`config.mk`:
```
export PLATFORM = sky130hd
export DESIGN_NAME = ram_ctrl
export DESIGN_NICKNAME = d
export VERILOG_FILES = /design/src/rtl/ram_ctrl.sv
export SDC_FILE = /design/constraint.sdc
export NUM_CORES = 1
export LEC_CHECK = 0
export BUFFER_PORTS_ARGS = -buffer_cell sky130_fd_sc_hd__buf_2
export CORE_ASPECT_RATIO = 1.5
export CORE_MARGIN = 4
export CORE_UTILIZATION = 59
export CTS_BUF_LIST = sky130_fd_sc_hd__clkbuf_16
export CTS_CLUSTER_SIZE = 10
export DETAILED_ROUTE_END_ITERATION = 6
export PLACE_DENSITY = 0.86
export SYNTH_ARGS = -nofsm -noshare
export SYNTH_HDL_FRONTEND = slang
export SYNTH_SLANG_ARGS = --single-unit
```
`constraint.sdc`:
```
create_clock -name clk -period 7.88 [get_ports clk]
set_input_delay 0 -clock clk [delete_from_list [all_inputs] [get_ports clk]]
set_output_delay 0 -clock clk [all_outputs]
set_load 0.1 [all_outputs]
```
`src/rtl/ram_ctrl.sv`:
```
`default_nettype none
// ============================================================================
// Module  : ram_ctrl
// Purpose : arbitrates data/fetch ports onto a byte-wide RAM/IO bus,
//           serialising little-endian 1/2/4-byte transfers.
// Rev     : 1.0  initial release
// ============================================================================
module ram_ctrl #(
  parameter logic [1:0] IO_SEL = 2'b11,
  parameter int         ADDR_W = 32
) (
  input  logic              clk,
  input  logic              rst,
  input  logic              rdy,
  input  logic              en_i,
  input  logic              rw_i,
  input  logic [2:0]        width_i,
  input  logic [ADDR_W-1:0] addr_i,
  input  logic [31:0]       data_i,
  output logic              rdy_o,
  output logic [31:0]       data_o,
  input  logic              if_en_i,
  input  logic [ADDR_W-1:0] if_addr_i,
  output logic              if_rdy_o,
  output logic [31:0]       if_data_o,
  input  logic [7:0]        mem_din,
  output logic [7:0]        mem_dout,
  output logic [ADDR_W-1:0] mem_a,
  output logic              mem_wr,
  input  logic              io_buffer_full
);

  localparam logic [1:0] c_st_idle  = 2'd0;
  localparam logic [1:0] c_st_read  = 2'd1;
  localparam logic [1:0] c_st_write = 2'd2;
  localparam logic [1:0] c_st_done  = 2'd3;

  logic [1:0]        r_state;
  logic [2:0]        r_cnt;
  logic [2:0]        r_width;
  logic              r_port_if;
  logic [ADDR_W-1:0] r_addr;
  logic [31:0]       r_wdata;
  logic [31:0]       r_rbuf;
  logic [ADDR_W-1:0] r_mem_a;
  logic [7:0]        r_mem_dout;
  logic              r_mem_wr;
  logic              r_rdy;
  logic              r_if_rdy;
  logic [31:0]       r_data;
  logic [31:0]       r_if_data;

  logic              w_take;
  logic [ADDR_W-1:0] w_req_addr;
  logic [2:0]        w_req_width;
  logic              w_req_stall;
  logic [ADDR_W-1:0] w_byte_addr;
  logic              w_byte_stall;
  logic [7:0]        w_wr_byte;
  logic [1:0]        w_rd_idx;
  logic [31:0]       w_assembled;

  always_comb begin
    w_take      = en_i | if_en_i;
    w_req_addr  = en_i ? addr_i : if_addr_i;
    case (width_i)
      3'd1:    w_req_width = 3'd1;
      3'd2:    w_req_width = 3'd2;
      default: w_req_width = 3'd4;
    endcase
    if (!en_i) begin
      w_req_width = 3'd4;
    end
    w_req_stall  = (w_req_addr[17:16] == IO_SEL) && io_buffer_full;
    w_byte_addr  = r_addr + ADDR_W'(r_cnt);
    w_byte_stall = (w_byte_addr[17:16] == IO_SEL) && io_buffer_full;
    case (r_cnt[1:0])
      2'd0:    w_wr_byte = r_wdata[7:0];
      2'd1:    w_wr_byte = r_wdata[15:8];
      2'd2:    w_wr_byte = r_wdata[23:16];
      default: w_wr_byte = r_wdata[31:24];
    endcase
    // read data trails the address by two counts because of the RAM latency
    w_rd_idx    = r_cnt[1:0] - 2'd2;
    w_assembled = r_rbuf | ({24'd0, mem_din} << {w_rd_idx, 3'b000});
  end

  always_ff @(posedge clk) begin
    if (rst) begin
      r_state    <= c_st_idle;
      r_cnt      <= 3'd0;
      r_width    <= 3'd0;
      r_port_if  <= 1'b0;
      r_addr     <= '0;
      r_wdata    <= 32'd0;
      r_rbuf     <= 32'd0;
      r_mem_a    <= '0;
      r_mem_dout <= 8'd0;
      r_mem_wr   <= 1'b0;
      r_rdy      <= 1'b0;
      r_if_rdy   <= 1'b0;
      r_data     <= 32'd0;
      r_if_data  <= 32'd0;
    end else if (rdy) begin
      case (r_state)
        c_st_idle: begin
          r_mem_wr <= 1'b0;
          if (w_take) begin
            r_port_if <= ~en_i;
            r_width   <= w_req_width;
            r_addr    <= w_req_addr;
            r_wdata   <= data_i;
            r_rbuf    <= 32'd0;
            if (!en_i || rw_i) begin
              r_state <= c_st_read;
              r_mem_a <= w_req_addr;
              r_cnt   <= 3'd1;
            end else begin
              r_state <= c_st_write;
              if (w_req_stall) begin
                r_cnt <= 3'd0;
              end else begin
                r_mem_a    <= w_req_addr;
                r_mem_dout <= data_i[7:0];
                r_mem_wr   <= 1'b1;
                r_cnt      <= 3'd1;
              end
            end
          end
        end

        c_st_read: begin
          if (r_cnt < r_width) begin
            r_mem_a <= w_byte_addr;
          end
          if (r_cnt >= 3'd2) begin
            r_rbuf <= w_assembled;
          end
          if (r_cnt == r_width + 3'd1) begin
            r_state <= c_st_done;
            r_cnt   <= 3'd0;
            if (r_port_if) begin
              r_if_data <= w_assembled;
              r_if_rdy  <= 1'b1;
            end else begin
              r_data <= w_assembled;
              r_rdy  <= 1'b1;
            end
          end else begin
            r_cnt <= r_cnt + 3'd1;
          end
        end

        c_st_write: begin
          if (r_cnt < r_width) begin
            // a full IO buffer holds the byte back until it drains
            if (w_byte_stall) begin
              r_mem_wr <= 1'b0;
            end else begin
              r_mem_a    <= w_byte_addr;
              r_mem_dout <= w_wr_byte;
              r_mem_wr   <= 1'b1;
              r_cnt      <= r_cnt + 3'd1;
            end
          end else begin
            r_mem_wr <= 1'b0;
            r_state  <= c_st_done;
            r_rdy    <= 1'b1;
            r_cnt    <= 3'd0;
          end
        end

        default: begin
          r_rdy    <= 1'b0;
          r_if_rdy <= 1'b0;
          r_mem_wr <= 1'b0;
          r_state  <= c_st_idle;
        end
      endcase
    end
  end

  assign mem_wr    = r_mem_wr & rdy;
  assign mem_a     = r_mem_a;
  assign mem_dout  = r_mem_dout;
  assign rdy_o     = r_rdy;
  assign if_rdy_o  = r_if_rdy;
  assign data_o    = r_data;
  assign if_data_o = r_if_data;

endmodule
`default_nettype wire

```
==> results.toml, run 1 <==
[clocking]
cts_root_buf = "clkbuf_16"
clk_latency_ns = 0.51
clkSinkCount = 212
post_cts_resized = 0
clk_pin_slew_ns = 0.06
clockBufferDepth = 3
cts_htree_levels = 1
cts_setup_buffers = 0
tritoncts = "built"
cts_buffers = 25

[grt]
overflow = 0
grt_max_degree = 117
antenna_found_initial = 0
grt_pass1_wl_mm = 49.0
track_usage_pct = 32.0
grt_pass1_vias = 9745

[setup_path]
r2r-start = "r_cnt[1]"
cp.arrival_ns = 4.58
cp-end-kind = "flip-flop"
crit_required_ns = 8.27
r2r_slack_ns = 3.69
reg2reg_to = "mem_a[31]"
startpoint_type = "flip-flop"
worst_r2r_path_depth = 9
path_class = "flip-flop to flip-flop"
crit_path_max_fanout = 21

[min_path]
hold_start = "addr_i[7]"
hold_depth = 5
whs_endpoint = "mem_a[7]"
hold_path_class = "input port to flip-flop"

[synthesis]
synthCells = 1157
synth.area.top_cells = "dfxtp_1 (44%), a211oi_1 (8.3%), nor2_1 (6.0%), mux2i_1 (5.1%), a21oi_1 (4.9%)"
synth-async-reset-ratio_pct = 0
ys.flop_type = "dfxtp_1"
ys_warn_count = 0
synthDistinctLibCells = 72
synth_nets = 1287
synth-seq-cells = 212
syn_area_mm2 = 0.00974
synth_top_cell_area_share_pct = 43.6
avgSynthCellArea_um2 = 8.42
synth_top_area_cell = "dfxtp_1"
synth_edf_count = 0
ys_seq_area_share_pct = 43.6

[run_status]
outcome = "complete, but fails checks"
violations = "DRC, hold timing"

[timing]
hold_viol = 1
slew_viol_final = 0
rsz0062_at_grt = "false"
period_minus_slack_ns = 4.19
finalClockSkew_ns = 0.0147
max_clock_freq_ghz = 0.239
setup_viol = 0
max_slew.worst_pin.slew_ns = 1.24
fin_hold_ws_ns = -0.00367
post-route-period-util_pct = 53.1
setup-tns-final_ns = 0
slew_headroom_pct = 16.6

[power]
switching_share_pct = 38.2
combPwrFrac_pct = 31.2
pwr_density_cell_mw_per_mm2 = 257
leakage_nw = 5.12
p_seq_share_pct = 38.8
power_frac_clock_pct = 30.0
vdd_drop_max_mv = 0.195
p_sw_mw = 1.23
internal_power_mw = 1.99

[drt]
first_pass_iters = 7
remaining_drc_errors = 1
via_per_inst = 6.13
drt_first_iter_violations = 928
drt-wirelength-per-cell_um = 19.1
routed_wl_mm = 31.2
ant_nets = 0
vias = 10000

[floorplan]
die_h_um = 165
die_area_mm2 = 0.0187
initial_core_util_pct = 60.2
die_w_um = 113
core_area_mm2 = 0.0162
pin_count = 221
rows = 57

[final_layout]
final_cell_mix = "buf_2 (219), dfxtp_1 (212), nor2_1 (155)"
layoutNonFillerInstCount = 1632
syn2layout_area_growth_pct = 28.7
fillers = 1066
drive_gt1_share_pct = 19.1
diodes = 0
nets = 1557
final_common_cell = "buf_2"

[place]
place_congestion = 0.954
hpwl_mm = 19.3
dp_cells = 1497
io_buffers = 220

[flow_run]
cap_violations = 0
worst max path at each step:
| stage | to | slack [ns] | from |
|---|---|---|---|
| 5_1_grt | mem_a[31] | 3.51 | r_cnt[1] |
| 3_3_place_gp | mem_a[31] | 3.92 | r_cnt[1] |
| 4_1_cts | mem_a[31] | 3.78 | r_cnt[1] |
| 2_1_floorplan | mem_a[31] | 4.79 | r_cnt[1] |
| 6_report | mem_a[31] | 3.69 | r_cnt[1] |
| 3_5_place_dp | mem_a[31] | 3.79 | r_cnt[1] |
final cells by class:
type | instances | area [um^2] | share of cell area, %
inverter | 24 | 90.1 | 0.718
tap | 206 | 258 | 2.06
sequential | 212 | 4240 | 33.8
clock buffer | 25 | 626 | 4.99
timing repair buffer | 342 | 2300 | 18.3
clock inverter | 1 | 8.76 | 0.0699
multi-input combinational | 822 | 5020 | 40.0
worst max-delay path, stage by stage (launching register included):
cell,delay (ns)
dfxtp_1,0.54
inv_1,0.25
fa_1,0.51
nor2b_1,0.25
o21ai_0,0.13
buf_4,0.21
or4_1,0.66
a221o_1,0.57
nand2_2,0.52
mux2_2,0.41
per-layer routing:
layer | vias to the layer above | GRT usage, % | wire, um
met5 | - | 0 | 0
met4 | 0 | 16.6 | 1610
met3 | 117 | 5.25 | 2300
met2 | 501 | 58.4 | 16200
met1 | 4662 | 35.6 | 11100
li1 | 4722 | - | -
what timing repair did:
item / 4_1_cts / 5_1_grt
setup endpoints to repair: 0 / 0
hold buffers: 109 / 0
endpoints found under the hold margin: 117 / 0
synth_stat cells, types with 10 or more instances:
library cell and instances:
a211oi_1 108, a21oi_1 96, a22oi_1 32, buf_1 16, clkbuf_1 73, dfxtp_1 212, ha_1 15, inv_1 22
mux2i_1 50, nand2_1 109, nand3_1 30, nand4_1 14, nor2_1 157, nor3_1 22, nor4_1 14, o21ai_0 36
o31ai_1 10, xor2_1 17
state kept, by name, summed over array words and instances (netlist names):
| name | cells |
|---|---|
| r_addr | 32 |
| data_o | 32 |
| rdy_o | 1 |
| r_width | 3 |
| r_port_if | 1 |
| r_mem_wr | 1 |
| mem_a | 32 |
| r_cnt | 3 |
| r_wdata | 32 |
| r_rbuf | 32 |
| r_state | 2 |
| mem_dout | 8 |
| if_rdy_o | 1 |
| if_data_o | 32 |
stage by stage:
stage / power (mW) / utilization, % / instance area (um^2) / setup slack, ns
after global routing: 3.34 / 77.4 / 12500 / 3.51
after detailed placement: 2.20 / 66.8 / 10800 / 3.79
after global placement: 2.19 / 66.8 / 10800 / 3.92
after CTS: 3.20 / 77.4 / 12500 / 3.78
after floorplan: 2.00 / - / 9740 / 4.79
final: 3.22 / 77.4 / 12500 / 3.69
power groups by stage:
stage	clock network [mW]	registers (mW)	logic (mW)
floorplan	0	1.60	0.407
detailed placement	0	1.27	0.936
CTS	0.970	1.24	0.990
global route	1.02	1.26	1.07
global placement	0	1.26	0.926
finish	0.968	1.25	1.01
cell families (layout without fill, tap and decap cells):
family	count (synthesis)	in the layout	share of synthesized area, %
AOI/OAI and AO/OA	345	345	23.9
xor gates and xnor gates	26	26	2.49
adders and majority gates	16	16	2.13
buffers and inverters	123	392	5.15
DFF	212	212	43.6
muxes	51	51	5.25
and+or+nand+nor	384	384	17.5
(Power assumes the default switching activity.)
==> inputs of run 2 (changes only) <==
--- a/config.mk
+++ b/config.mk
@@ -8,11 +8,11 @@
 export BUFFER_PORTS_ARGS = -buffer_cell sky130_fd_sc_hd__buf_2
 export CORE_ASPECT_RATIO = 1.5
 export CORE_MARGIN = 4
-export CORE_UTILIZATION = 59
+export CORE_UTILIZATION = 49
 export CTS_BUF_LIST = sky130_fd_sc_hd__clkbuf_16
 export CTS_CLUSTER_SIZE = 10
 export DETAILED_ROUTE_END_ITERATION = 6
-export PLACE_DENSITY = 0.86
+export PLACE_DENSITY = 0.76
 export SYNTH_ARGS = -nofsm -noshare
 export SYNTH_HDL_FRONTEND = slang
 export SYNTH_SLANG_ARGS = --single-unit
==> constraint.sdc (replaced) <==
create_clock -name clk -period 3.4 [get_ports clk]
set_input_delay 0 -clock clk [delete_from_list [all_inputs] [get_ports clk]]
set_output_delay 0 -clock clk [all_outputs]
set_load 0.1 [all_outputs]
==> results.toml, run 2 (synthesized netlist as in run 1, its figures left out) <==
[final_layout]
final_cell_mix = "buf_2 (219), dfxtp_1 (212), nor2_1 (155)"
seqCellArea_mm2 = 0.00424
nets = 1585
diodes = 0
drive_gt1_share_pct = 20.3
fin_area_mm2 = 0.0129
multiInputGateArea_mm2 = 0.00503
final_common_cell = "buf_2"
fillers = 1592
fin_util_pct = 66.5
syn2layout_area_growth_pct = 31.9

[floorplan]
die_area_mm2 = 0.0222
die_h_um = 181
rows = 62
die_w_um = 123
initial_core_util_pct = 50.4
pin_count = 221
core_area_mm2 = 0.0193

[drt]
remaining_drc_errors = 0
drt_first_iter_violations = 783
ant_nets = 0
drt-wirelength-per-cell_um = 18.1
via_per_inst = 5.80
routed_wl_mm = 31.0
vias = 9926
first_pass_iters = 7

[power]
leakage_nw = 5.26
pwr_density_cell_mw_per_mm2 = 582
p_sw_mw = 2.83
vdd_drop_max_mv = 0.486
power_frac_clock_pct = 29.7
internal_power_mw = 4.65
p_seq_share_pct = 38.7
switching_share_pct = 37.8
combPwrFrac_pct = 31.6

[place]
io_buffers = 220
hpwl_mm = 20.5
post-place-ws_ns = 0.0688
dpl_cell_area_mm2 = 0.0110
place_congestion = 0.900

[timing]
setup_ws_ns = 0.131
fin_hold_ws_ns = 0.00920
period_minus_slack_ns = 3.27
max_slew.worst_pin.slew_ns = 1.14
max_clock_freq_ghz = 0.306
hold_viol = 0
slew_headroom_pct = 23.8
finalClockSkew_ns = 0.0102
post-route-period-util_pct = 96.1
slew_viol_final = 0
setup-tns-final_ns = 0
rsz0062_at_grt = "false"
setup_viol = 0

[clocking]
clk_latency_ns = 0.50
clk_pin_slew_ns = 0.05
clkSinkCount = 212
cts_htree_levels = 1
cts_buffers = 25
clockBufferDepth = 3
cts_root_buf = "clkbuf_16"
cts_setup_buffers = 0
tritoncts = "built"

[grt]
antenna_found_initial = 1
track_usage_pct = 26.6
grtUsageMet2_pct = 47.8
grt_max_degree = 86
grt_pass1_vias = 9839
grt_pass1_wl_mm = 48.8
met1_usage_pct = 29.4
grt_busiest_layer = "met2"
overflow = 0
met3_usage_pct = 4.69

[setup_path]
crit_path_max_fanout = 36
crit_family = "buffers and inverters"
path_buf_inv = 5
startpoint_type = "flip-flop"
path_class = "flip-flop to flip-flop"
cp-end-kind = "flip-flop"
cpMaxStageDelayCell = "dlygate4sd3_1"
worst_r2r_path_depth = 10
cp.depth = 10
crit_chain = "inv_1 -> ha_1 -> inv_1 -> or3_1 -> buf_6 -> nor3b_2 -> a32oi_1 -> dlygate4sd3_1 -> nor2_1 -> dlygate4sd3_1"
slowest_delay_ns = 0.60
cp.arrival_ns = 3.71
crit_required_ns = 3.84

[min_path]
hold_depth = 3
hold_path_class = "input port to flip-flop"

[run_status]
outcome = "complete, no violations"

[flow_run]
cap_violations = 0
[run 2: power groups by stage]
stage	logic, mW	clock network (mW)	registers, mW
after floorplan	0.943	0	3.70
after global placement	2.17	0	2.93
after detailed placement	2.20	0	2.94
after CTS	2.34	2.26	2.89
after global routing	2.51	2.36	2.92
final	2.36	2.22	2.90
[run 2: cell type report]
| type | instances | area share [%] |
|---|---|---|
| Clock buffer | 25 | 4.87 |
| Clock inverter | 1 | 0.0682 |
| Inverter | 24 | 0.701 |
| Multi-Input combinational cell | 822 | 39.1 |
| Sequential cell | 212 | 33.0 |
| Tap cell | 256 | 2.49 |
| Timing Repair Buffer | 370 | 19.7 |
[run 2: per-stage QoR]
stage | instances | power, mW
floorplan | 1157 | 4.64
detailed placement | 1566 | 5.14
global placement | 1566 | 5.11
finish | 1710 | 7.48
global route | 1710 | 7.79
CTS | 1709 | 7.49
[run 2: path summary, 6_finish.rpt]
check                from          to  slack (ns)
max            r_state[0]  r_width[1]        0.13
min reg2reg     mem_a[26]   mem_a[26]        0.46
min          if_addr_i[2]   r_addr[2]       0.009
max reg2reg    r_state[0]  r_width[1]        0.13
[run 2: worst reg2reg max path, delay by kind of cell, from the launching register on]
| family | cells | cell delay, ns |
|---|---|---|
| buf+inv | 5 | 1.63 |
| simple gates | 3 | 0.87 |
| flops | 1 | 0.34 |
| fa+ha+maj | 1 | 0.24 |
| compound gates | 1 | 0.14 |
[run 2: what timing repair did]
action / in CTS / in global routing
gates resized for setup: 0 / 5
hold buffers: 117 / 1
setup endpoints to repair: 0 / 22
hold endpoints to repair: 127 / 1
[run 2: layer usage]
layer	wire length, um	vias to the layer above
met4	1580	2
met3	2060	120
met1	11300	4621
met5	13	-
li1	-	4762
met2	16100	421
==> inputs of run 3 (changes only) <==
--- a/config.mk
+++ b/config.mk
@@ -8,11 +8,10 @@
 export BUFFER_PORTS_ARGS = -buffer_cell sky130_fd_sc_hd__buf_2
 export CORE_ASPECT_RATIO = 1.5
 export CORE_MARGIN = 4
-export CORE_UTILIZATION = 49
+export CORE_UTILIZATION = 35
 export CTS_BUF_LIST = sky130_fd_sc_hd__clkbuf_16
 export CTS_CLUSTER_SIZE = 10
 export DETAILED_ROUTE_END_ITERATION = 6
-export PLACE_DENSITY = 0.76
 export SYNTH_ARGS = -nofsm -noshare
 export SYNTH_HDL_FRONTEND = slang
 export SYNTH_SLANG_ARGS = --single-unit
==> results.toml, run 3 (synthesized netlist as in run 1, its figures left out) <==
[setup_path]
crit_path_max_fanout = 20
crit_required_ns = 3.85
cpMaxStageDelayCell = "or4_1"
cp.depth = 10
path_class = "flip-flop to flip-flop"
cp.arrival_ns = 3.67
path_buf_inv = 2
crit_family = "simple AND/OR/NAND/NOR gates"
worst_r2r_path_depth = 10
cp-end-kind = "flip-flop"
slowest_delay_ns = 0.69
crit_chain = "ha_1 -> inv_1 -> fa_1 -> nor2b_1 -> o21ai_1 -> or4_1 -> a221o_1 -> nand2_2 -> buf_4 -> mux2i_1"
startpoint_type = "flip-flop"

[timing]
rsz0062_at_grt = "false"
hold_viol = 0
post-route-period-util_pct = 94.8
setup-tns-final_ns = 0
max_clock_freq_ghz = 0.310
slew_viol_final = 0
setup_viol = 0
period_minus_slack_ns = 3.22
finalClockSkew_ns = 0.0113
slew_headroom_pct = 20.9
max_slew.worst_pin.slew_ns = 1.19

[min_path]
hold_depth = 3
hold_path_class = "input port to flip-flop"

[drt]
via_per_inst = 5.44
routed_wl_mm = 33.1
first_pass_iters = 5
remaining_drc_errors = 0
drt-wirelength-per-cell_um = 18.1
vias = 9914
drt_first_iter_violations = 714
ant_nets = 0

[power]
p_total_mw = 7.59
vdd_drop_max_mv = 0.416
pwr_density_cell_mw_per_mm2 = 575
leakage_nw = 5.41

[final_layout]
final_common_cell = "buf_2"
final_cell_mix = "buf_2 (219), dfxtp_1 (212), nor2_1 (155)"
syn2layout_area_growth_pct = 35.3
layoutNonFillerInstCount = 1822
nets = 1603
fillers = 2639
fin_area_mm2 = 0.0132
drive_gt1_share_pct = 19.5
multiInputGateArea_mm2 = 0.00502
seqCellArea_mm2 = 0.00424

[place]
dpl_cell_area_mm2 = 0.0111
place_congestion = 0.901
dp_cells = 1648
io_buffers = 220
hpwl_mm = 22.3

[floorplan]
die_w_um = 144
pin_count = 221
core_area_mm2 = 0.0273
die_h_um = 212
initial_core_util_pct = 35.7
die_area_mm2 = 0.0306
rows = 74

[clocking]
clk_latency_ns = 0.52
post_cts_resized = 0
cts_buffers = 25
tritoncts = "built"
cts_root_buf = "clkbuf_16"
cts_htree_levels = 1
clk_pin_slew_ns = 0.06
clockBufferDepth = 3
clkSinkCount = 212

[flow_run]
cap_violations = 0

[grt]
track_usage_pct = 20.8
grt_pass1_wl_mm = 51.8
antenna_found_initial = 1
overflow = 0
grt_pass1_vias = 9588
grt_max_degree = 85

[run_status]
outcome = "complete, no violations"
==> run 3: what timing repair did <==
| item | in CTS | in global routing |
|---|---|---|
| buffers inserted | 0 | 0 |
| hold buffers | 140 | 0 |
| endpoints found under the hold margin | 132 | 0 |
| setup endpoints to repair | 0 | 0 |
==> run 3: worst reg2reg max path, cell delays in order, from the launching register on <==
cell     delay [ns]
dfxtp_1        0.33
ha_1           0.17
inv_1          0.06
fa_1           0.40
nor2b_1        0.27
o21ai_1        0.19
or4_1          0.69
a221o_1        0.41
nand2_2        0.08
buf_4          0.32
mux2i_1        0.23
==> run 3: where the power goes <==
part | leakage (nW) | total [mW] | internal, mW | switching [mW]
Combinational | 3.35 | 2.39 | 0.672 | 1.72
Sequential | 1.73 | 2.90 | 2.71 | 0.187
Clock | 0.337 | 2.30 | 1.30 | 0.999
Total | 5.41 | 7.59 | 4.68 | 2.91
==> run 3: final timing paths <==
kind	to	from	slack, ns
worst min-delay path	r_addr[1]	addr_i[1]	0.003
worst max-delay path	mem_a[20]	r_cnt[0]	0.18
worst max register to register	mem_a[20]	r_cnt[0]	0.18
worst min register to register	mem_a[18]	mem_a[18]	0.46
==> run 3: area by class of cell <==
class                           instances  area share [%]
Multi-Input combinational cell        822            38.0
Sequential cell                       212            32.2
Timing Repair Buffer                  388            20.8
Clock buffer                           25            4.75
Tap cell                              342            3.25
Inverter                               24           0.683
Clock inverter                          7           0.237
Antenna cell                            2          0.0380
==> run 3: through the flow <==
stage                     hold slack, ns  worst slack (ns)  utilization, %
after floorplan                    0.136             0.308               -
after global placement             0.244             0.323            40.7
after detailed placement           0.253             0.213            40.7
after CTS                       0.000149             0.204            48.3
after global routing              0.0425            0.0194            48.3
final                            0.00256             0.178            48.3
==> run 3: routing by layer <==
layer,vias up,share of wire (%),GRT usage [%]
met3,60,6.1,3.22
met2,330,52,37.9
met4,0,2.5,5.83
met5,-,0,0
met1,4704,39,25.2
li1,4820,-,-
